[src/rtl/irq_controller.sv]
// irq_controller: Z80 mode-2 vectored interrupt controller with masking, edge/level sources and nested fixed priority.
module irq_controller #(
  parameter int NSRC = 8
) (
  input  logic            clk_i,
  input  logic            rst_n_i,
  input  logic            irq_cs,
  input  logic            wr_n,
  input  logic            m1_n,
  input  logic            iorq_n,
  input  logic [2:0]      reg_addr_i,
  input  logic [7:0]      data_i,
  input  logic [NSRC-1:0] irq_i,
  output logic [7:0]      data_o,
  output logic            ack_o,
  output logic            int_n_o
);
  typedef enum logic [1:0] {IDLE, REQ, ACK} state_t;
  state_t          state;
  logic [NSRC-1:0] mask, edge_en, latch, prev, isr, pend, isr_lo, blocked, elig;
  logic [NSRC-1:0] take_mask, eoi_mask, w1c_mask, latch_nx, isr_nx;
  logic [3:0]      vbase;
  logic            gie, cur_valid, ack_req, take;
  logic [2:0]      cur_id, vec_id, win;
  logic [7:0]      we, rd_val;
  assign we        = (irq_cs && !wr_n) ? 8'd1 << reg_addr_i : 8'd0;
  assign pend      = (edge_en & latch) | (~edge_en & irq_i);
  // Isolate lowest in-service bit; everything at or below its priority is blocked.
  assign isr_lo    = isr & (~isr + NSRC'(1));
  assign blocked   = ~(isr_lo - NSRC'(1));
  assign elig      = gie ? pend & mask & ~blocked : '0;
  assign ack_req   = state == REQ && !m1_n && !iorq_n;
  assign take      = ack_req && |elig;
  assign take_mask = take ? NSRC'(1) << win : '0;
  assign eoi_mask  = we[5] ? NSRC'(1) << data_i[2:0] : '0;
  assign w1c_mask  = we[1] ? data_i : '0;
  // A new rising edge wins over a same-cycle W1C or acknowledge clear.
  assign latch_nx  = (latch & ~w1c_mask & ~take_mask) | (edge_en & irq_i & ~prev);
  assign isr_nx    = (isr & ~eoi_mask) | take_mask;
  always_comb begin
    win = 3'd7;
    for (int i = NSRC - 1; i >= 0; i--)
      if (elig[i]) win = i[2:0];
  end
  always_comb begin
    case (reg_addr_i)
      3'd0:    rd_val = mask;
      3'd1:    rd_val = pend;
      3'd2:    rd_val = edge_en;
      3'd3:    rd_val = {vbase, 4'h0};
      3'd4:    rd_val = {~int_n_o, 6'b0, gie};
      3'd5:    rd_val = isr;
      3'd6:    rd_val = {cur_valid, 4'b0, cur_id};
      default: rd_val = irq_i;
    endcase
  end
  assign data_o = ack_o ? {vbase, vec_id, 1'b0} : irq_cs ? rd_val : 8'h00;
  always_ff @(posedge clk_i or negedge rst_n_i) begin
    if (!rst_n_i) begin
      state     <= IDLE;
      mask      <= '0;
      edge_en   <= '0;
      vbase     <= '0;
      gie       <= 1'b0;
      latch     <= '0;
      prev      <= '0;
      isr       <= '0;
      cur_valid <= 1'b0;
      cur_id    <= '0;
      vec_id    <= '0;
      int_n_o   <= 1'b1;
      ack_o     <= 1'b0;
    end else begin
      prev  <= irq_i;
      latch <= latch_nx;
      isr   <= isr_nx;
      if (we[0]) mask <= data_i;
      if (we[2]) edge_en <= data_i;
      if (we[3]) vbase <= data_i[7:4];
      if (we[4]) gie <= data_i[0];
      if (take) begin
        cur_valid <= 1'b1;
        cur_id    <= win;
      end
      case (state)
        IDLE: if (|elig) begin
          state   <= REQ;
          int_n_o <= 1'b0;
        end
        REQ: if (ack_req) begin
          state   <= ACK;
          int_n_o <= 1'b1;
          ack_o   <= 1'b1;
          vec_id  <= win;
        end else if (!(|elig)) begin
          state   <= IDLE;
          int_n_o <= 1'b1;
        end
        ACK: if (iorq_n) begin
          state <= IDLE;
          ack_o <= 1'b0;
        end
        default: state <= IDLE;
      endcase
    end
  end
endmodule

[config.mk]
export PLATFORM = sky130hd
export DESIGN_NAME = irq_controller
export DESIGN_NICKNAME = d
export VERILOG_FILES = /design/src/rtl/irq_controller.sv
export SDC_FILE = /design/constraint.sdc
export NUM_CORES = 1
export LEC_CHECK = 0
export CAP_MARGIN = 25
export CORE_UTILIZATION = 68
export DETAILED_ROUTE_END_ITERATION = 6
export DONT_BUFFER_PORTS = 1
export PLACE_DENSITY = 0.87
export SYNTH_ARGS = -nofsm -noshare
export SYNTH_HDL_FRONTEND = slang
export SYNTH_SLANG_ARGS = --single-unit
export TNS_END_PERCENT = 50
[constraint.sdc]
create_clock -name clk_i -period 4.5 [get_ports clk_i]
set_clock_uncertainty 0.1 [all_clocks]
set_input_delay 0.675 -clock clk_i [delete_from_list [all_inputs] [get_ports clk_i]]
set_output_delay 0.675 -clock clk_i [all_outputs]
set_load 0.01 [all_outputs]
==> reports/metrics.csv <==
metric;value;unit
outcome;finished clean;
CTS sink count;56;
drt pass-1 iters;4;
CP Buf/Inv Count;0;
remaining global-route overflow;0;
CTS Hold Bufs;1;
syn nets;352;
synthesized instance count;327;
Int Power;1.10;mW
vias in the first global route;2445;
Overall Global Routing Usage;0.325;
ranking of synthesized cells by area;dfrtp_1 (45%), mux2_2 (8.5%), nand2_1 (7.3%), o21ai_0 (5.6%), nor2_1 (2.3%);
cell area after layout;0.00324;mm^2
number of setup violations in the final report;0;
chip width;69.1;um
Top Ports;35;
Fmax;0.353;GHz
initial DRC count;263;
PD cells;524;mW/mm^2
leakage power;1.36;nW
Placer Congestion;1.03;
Pins Over Slew Limit;0;
Rows;24;
layout cells sized above 1;0.143;
routed via count;2555;
HP Class;in -> async;
maximum number of pins on one net before global-route repair;56;
synth-to-layout area growth;5.63;%
Final Hold Vio Count;0;
setup_tns;0;ns
nets@finish;346;
Port Buffers;0;
#FFs+latches synth;56;
critical-path cell list;nor2b_1, o21ai_0, a211oi_1;
routed len/inst;19.6;um
CTS tree;built;
share of the synthesized area in the top cell type;0.449;
Syn. warnings;0;
P_sw;0.601;mW
sequential area share after synthesis;0.458;
die footprint;0.00478;mm^2
CP startpoint kind;register;
ys async rst share;1.00;
Routed WL;7320;um
H-tree depth;2;
mapped cell area;0.00306;mm^2
worst skew pair latency;0.32;ns
clk buf depth;2;
Net Sw Frac;0.354;
Netlist cell types;53;
fin worst setup slack;1.67;ns
vias per cell;6.83;
Logic pwr share;0.303;
first-pass GRT wire length;12000;um
syn avg cell area;9.37;um^2
R2R cell count;6;
CP required;3.72;ns
worst slew pin tran;0.610;ns
EDFF count, synth;0;
number of max-cap violations;0;
post-cts sizing count;0;
Slew Limit Headroom;0.593;
Die Height;69.1;um
filler instances;317;
slowest stage cell, crit path;dfrtp_1;
unrepaired setup endpoints after global routing;no;
post-CTS setup buffers;0;
cell taking the most area after synthesis;dfrtp_1;
Worst IR Drop VDD;301;uV
ANT nets after route;0;
peak fanout along the critical path;13;
DRC viols;0;
root buffer cell;clkbuf_8;
Top FF cell, synth;dfrtp_1;
CTS Buf Count;5;
Core Area;0.00435;mm^2
Worst EP arrival;2.05;ns
CP Class;reg -> out;
Starting Density;0.704;
Final Critical Period;2.83;ns
pre-CTS WS;1.81;ns
Crit. End Element;output pin;
sequential power share;0.471;
smallest hold slack;0.0866;ns
Crit path depth;3;
dpl cell area;0.00308;mm^2
post-DP HPWL;5080;um
ANT cells;0;
initial antenna violation count;0;
Crit path max-delay family;flip-flops;
clk slew on worst S/H paths;0.10;ns
final critical-path share of the clock period;0.629;
clock power share;0.226;
slowest stage delay, CP;0.59;ns
[power by group through the flow]
stage	clock network, mW	logic [mW]	registers (mW)
floorplan	0	0.441	0.743
global placement	0	0.476	0.800
detailed placement	0	0.496	0.804
CTS	0.389	0.510	0.795
global route	0.403	0.570	0.819
finish	0.383	0.515	0.799
[cell families after synthesis]
kind of cell / synth area share
and+or+nand+nor: 0.225
buffers and inverters: 0.0245
muxes: 0.114
DFF: 0.458
AOI/OAI and AO/OA: 0.179
[flip-flops by register name, summed over array words and instances, names as in the netlist, 2 cells and up]
register  cells
vec_id        3
isr           8
latch         8
cur_id        3
vbase         4
prev          8
mask          8
edge_en       8
state         2
[stage by stage]
step           power [mW]  cells   util
6_report             1.70    374  0.743
5_1_grt              1.79    374  0.743
4_1_cts              1.69    374  0.743
3_5_place_dp         1.30    365  0.707
3_3_place_gp         1.28    365  0.707
2_1_floorplan        1.18    327      -
[synth_stat cells, types with 6 or more instances]
| master | n |
|---|---|
| and2_1 | 6 |
| clkbuf_1 | 13 |
| dfrtp_1 | 55 |
| mux2_2 | 23 |
| mux2i_1 | 6 |
| nand2_1 | 60 |
| nand2b_1 | 6 |
| nand3_1 | 8 |
| nor2_1 | 19 |
| nor2b_1 | 7 |
| nor3_1 | 11 |
| o21ai_0 | 34 |
| o22ai_1 | 6 |
[layer usage]
layer | up-vias | routed length [um] | track usage
met1 | 1213 | 3090 | 0.448
met4 | 0 | 226 | 0.129
met2 | 148 | 3350 | 0.501
li1 | 1170 | - | -
met5 | - | 0 | 0
met3 | 24 | 643 | 0.0760
[layout by cell type (no fill, tap or decap), drive strengths merged, types with 2 or more instances in the layout]
cell type   n
a211oi      5
a21o        3
a21oi       6
a221oi      5
a22oi       3
a31o        2
and2        7
buf         2
bufinv      2
clkbuf      6
dfrtp      55
inv         3
mux2       25
mux2i       6
nand2      61
nand2b      6
nand3       8
nand3b      2
nor2       20
nor2b       7
nor3       13
nor4        2
o211ai      4
o21ai      38
o22ai       6
o311ai      3
o31ai       5
or2         2
[area by class of cell]
| class | count | area, um^2 | area share |
|---|---|---|---|
| Timing Repair Buffer | 2 | 35.0 | 0.0108 |
| Inverter | 4 | 15.0 | 0.00464 |
| Sequential cell | 56 | 1400 | 0.433 |
| Tap cell | 52 | 65.1 | 0.0201 |
| Clock buffer | 6 | 72.6 | 0.0224 |
| Clock inverter | 2 | 60.1 | 0.0186 |
| Multi-Input combinational cell | 252 | 1590 | 0.490 |
[worst reg2reg max path: stages, from the launching register on]
cell       delay [ns]
dfrtp_1          0.47
nor3_2           0.29
nand2_2          0.22
or3_4            0.47
nand4bb_1        0.34
o211ai_1         0.24
o21ai_1          0.08
[final timing paths]
path / startpoint / end / slack, ns
max in group asynchronous: rst_n_i / gie / 3.95
min: rst_n_i / int_n_o / 0.09
min reg2reg: prev[5] / latch[5] / 0.32
max: ack_o / data_o[0] / 1.67
min in group clk_i: irq_i[0] / prev[0] / 0.27
max reg2reg: state[1] / latch[7] / 2.19
(Power assumes the default switching activity.)
